File: src/rtl/snn_stim_sequencer.sv
// Purpose: fetches one event vector per timestep, single-steps snn_core, captures spike rows in a FWFT FIFO.
// Latency: 4 cycles per step unstalled (FETCH, LOAD, STEP, CAPTURE); a row is visible the cycle after its push.
// Backpressure: a full output FIFO holds the sequencer in CAPTURE with no push and no further core_en.
module snn_stim_sequencer #(
  parameter int F          = 48,
  parameter int N          = 96,
  parameter int STEP_W     = 16,
  parameter int EV_AW      = 16,
  parameter int FIFO_DEPTH = 8
) (
  input  logic              clk,
  input  logic              rstn,
  input  logic              start,
  input  logic              abort,
  input  logic [STEP_W-1:0] num_steps,
  input  logic [EV_AW-1:0]  base_addr,
  input  logic              loop_en,
  output logic              busy,
  output logic              done,
  output logic              ev_rd_en,
  output logic [EV_AW-1:0]  ev_rd_addr,
  input  logic [F-1:0]      ev_rd_data,
  output logic [F-1:0]      core_event_vec,
  output logic              core_en,
  input  logic [N-1:0]      core_spikes,
  output logic              spk_valid,
  input  logic              spk_ready,
  output logic [N-1:0]      spk_data,
  output logic [STEP_W-1:0] spk_step,
  output logic              spk_last
);

  localparam int PW = $clog2(FIFO_DEPTH);
  localparam int RW = N + STEP_W + 1;
  localparam logic [PW:0] CNT_ONE  = (PW+1)'(1);
  localparam logic [PW:0] CNT_FULL = (PW+1)'(FIFO_DEPTH);
  localparam logic [PW-1:0] PTR_ONE = PW'(1);

  typedef enum logic [2:0] {
    S_IDLE    = 3'd0,
    S_FETCH   = 3'd1,
    S_LOAD    = 3'd2,
    S_STEP    = 3'd3,
    S_CAPTURE = 3'd4
  } state_e;

  state_e              state_q, state_d;
  logic [STEP_W-1:0]   nsteps_q;
  logic [EV_AW-1:0]    base_q;
  logic                loop_q;
  logic [STEP_W-1:0]   step_q;
  logic [F-1:0]        ev_vec_q;
  logic                done_q;

  logic [RW-1:0]       mem_q [FIFO_DEPTH];
  logic [PW-1:0]       wptr_q, rptr_q;
  logic [PW:0]         cnt_q;

  logic                is_last;
  logic                fifo_full;
  logic                push;
  logic                pop;
  logic                run_abort;
  logic [RW-1:0]       head;

  assign is_last   = (step_q == (nsteps_q - STEP_W'(1)));
  assign fifo_full = (cnt_q == CNT_FULL);
  assign run_abort = abort && (state_q != S_IDLE);
  // Abort wins over a capture in the same cycle; the row is dropped.
  assign push      = (state_q == S_CAPTURE) && !abort && !fifo_full;
  assign pop       = spk_valid && spk_ready;

  // State register
  always_ff @(posedge clk or negedge rstn) begin
    if (!rstn) state_q <= S_IDLE;
    else       state_q <= state_d;
  end

  // Next-state logic: abort overrides every other transition outside IDLE
  always_comb begin
    state_d = state_q;
    case (state_q)
      S_IDLE:    if (start && (num_steps != '0)) state_d = S_FETCH;
      S_FETCH:   state_d = S_LOAD;
      S_LOAD:    state_d = S_STEP;
      S_STEP:    state_d = S_CAPTURE;
      S_CAPTURE: if (push) state_d = (is_last && !loop_q) ? S_IDLE : S_FETCH;
      default:   state_d = S_IDLE;
    endcase
    if (run_abort) state_d = S_IDLE;
  end

  // Moore outputs decoded from the current state
  always_comb begin
    busy       = (state_q != S_IDLE);
    ev_rd_en   = (state_q == S_FETCH);
    ev_rd_addr = (state_q == S_FETCH) ? (base_q + EV_AW'(step_q)) : '0;
    core_en    = (state_q == S_STEP);
  end

  // Run parameters, step counter, event vector and completion pulse
  always_ff @(posedge clk or negedge rstn) begin
    if (!rstn) begin
      nsteps_q <= '0;
      base_q   <= '0;
      loop_q   <= 1'b0;
      step_q   <= '0;
      ev_vec_q <= '0;
      done_q   <= 1'b0;
    end else begin
      done_q <= (state_q == S_IDLE && start && num_steps == '0) ||
                (push && is_last && !loop_q);
      if (state_q == S_IDLE && start) begin
        nsteps_q <= num_steps;
        base_q   <= base_addr;
        loop_q   <= loop_en;
        step_q   <= '0;
      end else if (push) begin
        step_q <= is_last ? '0 : (step_q + STEP_W'(1));
      end
      if (run_abort)                 ev_vec_q <= '0;
      else if (state_q == S_LOAD)    ev_vec_q <= ev_rd_data;
    end
  end

  assign done           = done_q;
  assign core_event_vec = ev_vec_q;

  // FIFO storage; contents are don't-care until written, outputs are masked when empty
  always_ff @(posedge clk) begin
    if (push) mem_q[wptr_q] <= {core_spikes, step_q, is_last};
  end

  // FIFO pointers and occupancy; pointers wrap naturally at a power-of-two depth
  always_ff @(posedge clk or negedge rstn) begin
    if (!rstn) begin
      wptr_q <= '0;
      rptr_q <= '0;
      cnt_q  <= '0;
    end else begin
      if (push) wptr_q <= wptr_q + PTR_ONE;
      if (pop)  rptr_q <= rptr_q + PTR_ONE;
      case ({push, pop})
        2'b10:   cnt_q <= cnt_q + CNT_ONE;
        2'b01:   cnt_q <= cnt_q - CNT_ONE;
        default: cnt_q <= cnt_q;
      endcase
    end
  end

  // Head-of-FIFO view, forced to zero when nothing is queued
  always_comb begin
    head      = mem_q[rptr_q];
    spk_valid = (cnt_q != '0);
    spk_data  = '0;
    spk_step  = '0;
    spk_last  = 1'b0;
    if (spk_valid) begin
      spk_data = head[RW-1 -: N];
      spk_step = head[STEP_W:1];
      spk_last = head[0];
    end
  end

endmodule

File: config.mk
export PLATFORM = sky130hd
export DESIGN_NAME = snn_stim_sequencer
export DESIGN_NICKNAME = d
export VERILOG_FILES = /design/src/rtl/snn_stim_sequencer.sv
export SDC_FILE = /design/constraint.sdc
export NUM_CORES = 1
export LEC_CHECK = 0
export ABC_AREA = 1
export BUFFER_PORTS_ARGS = -buffer_cell sky130_fd_sc_hd__clkbuf_2
export CAP_MARGIN = 10
export CORE_MARGIN = 2
export CORE_UTILIZATION = 50
export DETAILED_ROUTE_END_ITERATION = 16
export GPL_ROUTABILITY_DRIVEN = 0
export PLACE_DENSITY = 0.66
export SYNTH_ARGS = -nofsm -noshare
export SYNTH_HDL_FRONTEND = slang
export SYNTH_SLANG_ARGS = --single-unit
File: constraint.sdc
create_clock -name clk -period 12.1 [get_ports clk]
set_clock_uncertainty 0.05 [all_clocks]
set_input_delay 1.815 -clock clk [delete_from_list [all_inputs] [get_ports clk]]
set_output_delay 1.815 -clock clk [all_outputs]
set_load 0.05 [all_outputs]
Word-level counts from Yosys, hierarchy flattened

Memories as Yosys holds them, arrays and structs flattened.
Index checks and enable logic that the tools add are counted.

Register bits: 111
Bits in writable memories: 904
Output and inout port bits: 182
Word-level logic and storage cells: 68
Memories: 1

Add/sub/neg operators: 7
Eq/ne operators: 10
Muxes and demuxes: 17
Reductions and logical operators: 23

Memories:

| memory | depth | width | rd ports | clocked after Yosys merged registers in | wr ports | RTL line | source |
|---|---|---|---|---|---|---|---|
| mem_q  | 8     | 113   | 1        | 0                                       | 1        | 55       | `logic [RW-1:0] mem_q [FIFO_DEPTH];` |

Operator list:

| operator                                                             | count |
|---|---|
| 48-bit 2-to-1 mux                                                    | 2 |
| 96-bit 2-to-1 mux                                                    | 1 |
| 16-bit 2-to-1 mux                                                    | 5 |
| 16-bit by 1-bit adder with 16-bit output, second input constant      | 1 |
| 16-bit adder                                                         | 1 |
| 16-bit == test                                                       | 1 |
| 16-bit zero test                                                     | 1 |
| 16-bit nonzero test                                                  | 1 |
| 16-bit by 1-bit subtractor with 16-bit output, second input constant | 1 |
| 3-bit case mux with 5 select lines                                   | 1 |
| 1-bit logical AND                                                    | 10 |
| 3-bit 2-to-1 mux                                                     | 3 |
| 4-bit case mux with 2 select lines                                   | 1 |
| 3-bit by 1-bit adder with 3-bit output, second input constant        | 2 |
| 3-bit by 2-bit == test with 1-bit output, second input constant      | 2 |
| 3-bit != test, second input constant                                 | 2 |
| 2-bit nonzero test                                                   | 3 |
| 4-bit by 1-bit adder with 4-bit output, second input constant        | 1 |
| 4-bit == test, second input constant                                 | 1 |
| 1-bit 2-to-1 mux                                                     | 4 |
| 4-bit nonzero test                                                   | 1 |
| 4-bit by 1-bit subtractor with 4-bit output, second input constant   | 1 |
| 3-bit by 1-bit == test with 1-bit output, second input constant      | 1 |
| 3-bit == test, second input constant                                 | 1 |
| 7 further kinds                                                      | 9 |

Depth between registers and ports, before layout

Depth in word-level cells: 7
Depth in mapped cells: 16
Mapped depth without buffers: 15

Worst setup path after synthesis

OpenSTA, ideal clock, no wires.

Kind: input to register
Start: in abort
End: mem mem_q[2][0] (netlist bit) (enable)
Library setup time: 0.724 ns
Arrival time: 10.114 ns
Data required time: 11.326 ns
Slack: 1.212 ns
Cell stages on the path: 4
Buffers on the path: 0
Path through: inv_1 nand3_1 or2_2 nor3_1

Cells in the longest elaborated chain, start to end: 5

Ends and longest elaborated chain:

| what                                   | RTL line | source |
|---|---|---|
| start, declared                        | 14       | `input logic abort,` |
| 1-bit zero test                        | 70       | `assign push = (state_q == S_CAPTURE) && !abort && !fifo_full;` |
| 1-bit logical AND (2 in a row)         | 70       |  |
| 1-bit 2-to-1 mux                       | 131      | `if (push) mem_q[wptr_q] <= {core_spikes, step_q, is_last};` |
| 1-bit 2-to-1 mux (implied by the code) | 131      |  |
| end, declared                          | 55       |  |

Every way passes these cells.

Worst setup path after layout

Start: reg rptr_q[0]
End: out spk_last

Cells in the longest elaborated chain, start to end: 2

Ends and longest elaborated chain:

| what                    | RTL line | source |
|---|---|---|
| start, declared         | 56       | `logic [PW-1:0] wptr_q, rptr_q;` |
| start signal, assigned  | 142      | `if (pop) rptr_q <= rptr_q + PTR_ONE;` |
| memory read 8 x 113 bit | n/a      |  |
| 1-bit 2-to-1 mux        | 158      | `if (spk_valid) begin` |
| end, declared           | 30       | `output logic spk_last` |

Every way passes these cells.

==> flow_summary.toml <==
[run_status]
status = "finished clean"

[sta]
fin_ws_ps = 6080
finalCritPeriodShare_pct = 49.7
finalHoldViolCount = 0
finalMaxSlewViolations = 0
grt_setup_unrepaired = "no"
hold_ws_ps = 440
finalSetupTns_ps = 0
max_freq_ghz = 0.166
tightest_slew_ps = 1100
max_slew_margin_pct = 26.6
setup_viol = 0
post-route-min-period_ps = 6020

[floorplan]
start_util_pct = 50.3
die_area_sq_mm = 0.0847
die_x_microns = 291
die_h_microns = 291
placeableCoreArea_sq_mm = 0.0818
rows = 105
io_pins = 364

[power_and_ir_drop]
switching_share_pct = 43.9
power_density_mw_per_mm2 = 267
power.share.sequential_pct = 32.9
p_comb_share_pct = 41.8
p_leak_uw = 0.0173
switching_power_uw = 5560
internal_power_uw = 7090
vdd_drop_max_mv = 0.230
total_power_uw = 12600
clkPwrFrac_pct = 25.3

[synth]
synth-simple-area-share_pct = 11.7
syn_area_per_cell_sq_um = 12.0
yosys.area_share.xor_xnor_pct = 0.510
synth_fa_ha_area_share_pct = 0.766
synth.distinct_cells = 42
yosysSeqAreaShare_pct = 72.7
synth.top_cell.area_share_pct = 65.9
ys_async_sr_fraction_pct = 10.9
synth_edf_count = 904
syn_area_sq_mm = 0.0412
synth_top_family_by_area = "simple AND/OR/NAND/NOR gates"
synth-main-ff-cell = "edfxtp_1"
postSynthCellCount = 3436
syn-num-nets = 3642
synth_top_area_cell = "edfxtp_1"
synth_warnings = 0
ys_ff_latch = 1015
synth.area.top_cells = "edfxtp_1, o21ai_0, dfrtp_1"
synth_compound_area_share_pct = 11.5
muxShareOfSynthArea_pct = 0

[setup_path]
worst-endpoint-required_ps = 10230
cp_num_buf_inv = 3
r2r_start = "cnt_q[1]"
cp_common_cell = "o21ai_0"
ff2ff_setup_slack_ps = 8260
arrival_ps = 4150
max_stage_delay_ps = 810
endpoint_kind = "primary output"
crit_fanout = 129
crit_family = "buffers and inverters"
crit_slowest_cell = "buf_4"
reg2reg_depth = 14
crit_type = "reg2out"
reg2reg_to = "cnt_q[3]"
startpoint_type = "flop"
path_cells = "inv_8 > buf_4 > o21ai_0 > o22ai_1 > o21ai_0 > a31oi_1 > clkbuf_2"

[clocking]
postCtsSetupRepairBufs = 0
clkTransAtPathRegs_ps = 60
clockBufferDepth = 3
holdBufCountCts = 0
clock-root-buffer = "clkbuf_16"
cts_tree = "yes"
ctsResizeCount = 0
clk_latency_ps = 650
cts_buffers = 101
htreeDepth = 3
cts.sinks = 1015

[place]
portBuffers = 363
post-place-ws_ps = 6720
place_area_sq_mm = 0.0439
dpl.hpwl_microns = 52600

[detailed_routing]
antenna_violating_nets_post_route = 0
drtIter0Drc = 2404
wl_microns = 99800
vias = 27300
first_pass_iters = 5
viasPerCell = 5.59
wl_per_cell_microns = 20.4
drc = 0

[hold_path]
worstHoldEndpoint = "base_q[13]"
hp-class = "reg2reg"
hold_depth = 2
hold_start = "base_q[13]"

[grt]
grt.overflow.total = 0
gr-usage-all-layers_pct = 23.4
grt_pass1_vias = 26800
grt_pass1_wl_microns = 155000
grt_max_degree = 235
antenna_found_initial = 4

[finish]
area_delta_synth_final_pct = 14.9
fillers = 6593
drive_above_1_share_pct = 15.6
nets = 3933
fin_area_sq_mm = 0.0473

[run]
cap_violations = 0
## worst reg2reg max path, cell delays in order, from the launching register on
cell and delay, ps:
dfrtp_1 410, nor2_1 230, nand3_4 670, buf_4 710, nand2_1 260, inv_1 110
ha_1 230, ha_1 330, nand2_1 70, nor2_1 40, a211oi_1 250, nor2_1 70
nor2_1 90, nand2_1 80, xor2_1 140
## cells in the mapped netlist, types with 3 or more instances
library cell	instances
nand2_2	3
a21o_1	4
a21oi_1	30
inv_1	74
nand4_1	16
nor4_1	4
dfrtp_1	111
nor3_1	11
nand3b_1	3
xor2_1	17
ha_1	22
buf_2	36
or2_2	4
nor2_4	3
xnor2_1	7
clkbuf_1	160
nand2_1	269
o21ai_1	42
edfxtp_1	904
nor2_2	6
nand3_1	134
a31oi_1	116
o22ai_1	113
inv_2	9
o21ai_0	569
buf_1	21
nor2_1	732
## area by class of cell
cell class              instances  area [sq um]  share of cell area (%)
well taps                    1070          1340                    2.83
flip-flops and latches       1015         29900                    63.2
clock inverters                56           671                    1.42
multi-input cells            2119         10100                    21.4
diodes                          3          7.51                  0.0159
clock buffers                 135          2750                    5.81
repair buffers                406          2170                    4.58
inverters                      84           338                   0.714
## cells in the final DEF (no fill, tap or decap), types with 7 or more instances in the layout
| cell | instances |
|---|---|
| a31oi_1 | 116 |
| buf_4 | 42 |
| ha_1 | 22 |
| dfrtp_1 | 109 |
| clkinv_1 | 18 |
| xnor2_1 | 7 |
| inv_2 | 9 |
| bufinv_16 | 13 |
| nand2_1 | 269 |
| nand4_1 | 16 |
| xor2_1 | 17 |
| clkinv_2 | 16 |
| clkbuf_2 | 362 |
| edfxtp_1 | 904 |
| a21oi_1 | 30 |
| nand3_1 | 133 |
| clkbuf_1 | 27 |
| o21ai_1 | 42 |
| clkbuf_16 | 103 |
| inv_1 | 71 |
| nor2_1 | 730 |
| o22ai_1 | 113 |
| o21ai_0 | 569 |
## power groups by stage
stage / Sequential, uW / Combinational (uW) / Clock (uW)
after floorplan: 4400 / 3760 / 0
after global placement: 4230 / 5270 / 0
after detailed placement: 4230 / 5320 / 0
after CTS: 4170 / 5330 / 3250
after global routing: 4190 / 5750 / 3400
final: 4160 / 5280 / 3200
## kinds of logic (layout without fill, tap and decap cells)
kind of cell               after synthesis  in the layout
adders and majority gates               24             24
AOI/OAI and AO/OA                      880            880
xor gates and xnor gates                24             24
and+or+nand+nor                       1191           1191
other                                    0              3
DFF                                   1015           1015
buffers and inverters                  302            681
## through the flow
stage	util (%)	std cells
CTS	57.8	4885
global route	57.8	4887
detailed placement	53.6	4694
global placement	53.6	4694
floorplan	-	3436
finish	57.8	4888
## flip-flops by register name, summed over array words and instances (netlist names)
name	flops
base_q	16
cnt_q	4
core_event_vec	48
done	1
loop_q	1
mem_q	904
nsteps_q	16
rptr_q	3
state_q	3
step_q	16
wptr_q	3
## per-layer routing
layer	global-route usage, %	share of wire (%)	routed length (microns)
met2	38.7	49	48500
met3	3.92	6.5	6500
met5	0	0.016	16
met4	6.46	2.0	1990
met1	32.2	43	42800
## how the worst max path moves through the flow
stage,startpoint,to,slack [ps],depth (start not counted)
6_report,rptr_q[0],spk_last,6080,7
5_1_grt,rptr_q[0],spk_data[26],5790,7
4_1_cts,rptr_q[1],spk_step[4],5980,7
3_5_place_dp,rptr_q[1],spk_step[4],6720,7
3_3_place_gp,rptr_q[1],spk_step[4],6780,7
2_1_floorplan,abort,mem_q[2][0],1210,4
Power figures use the tool's default switching activity.
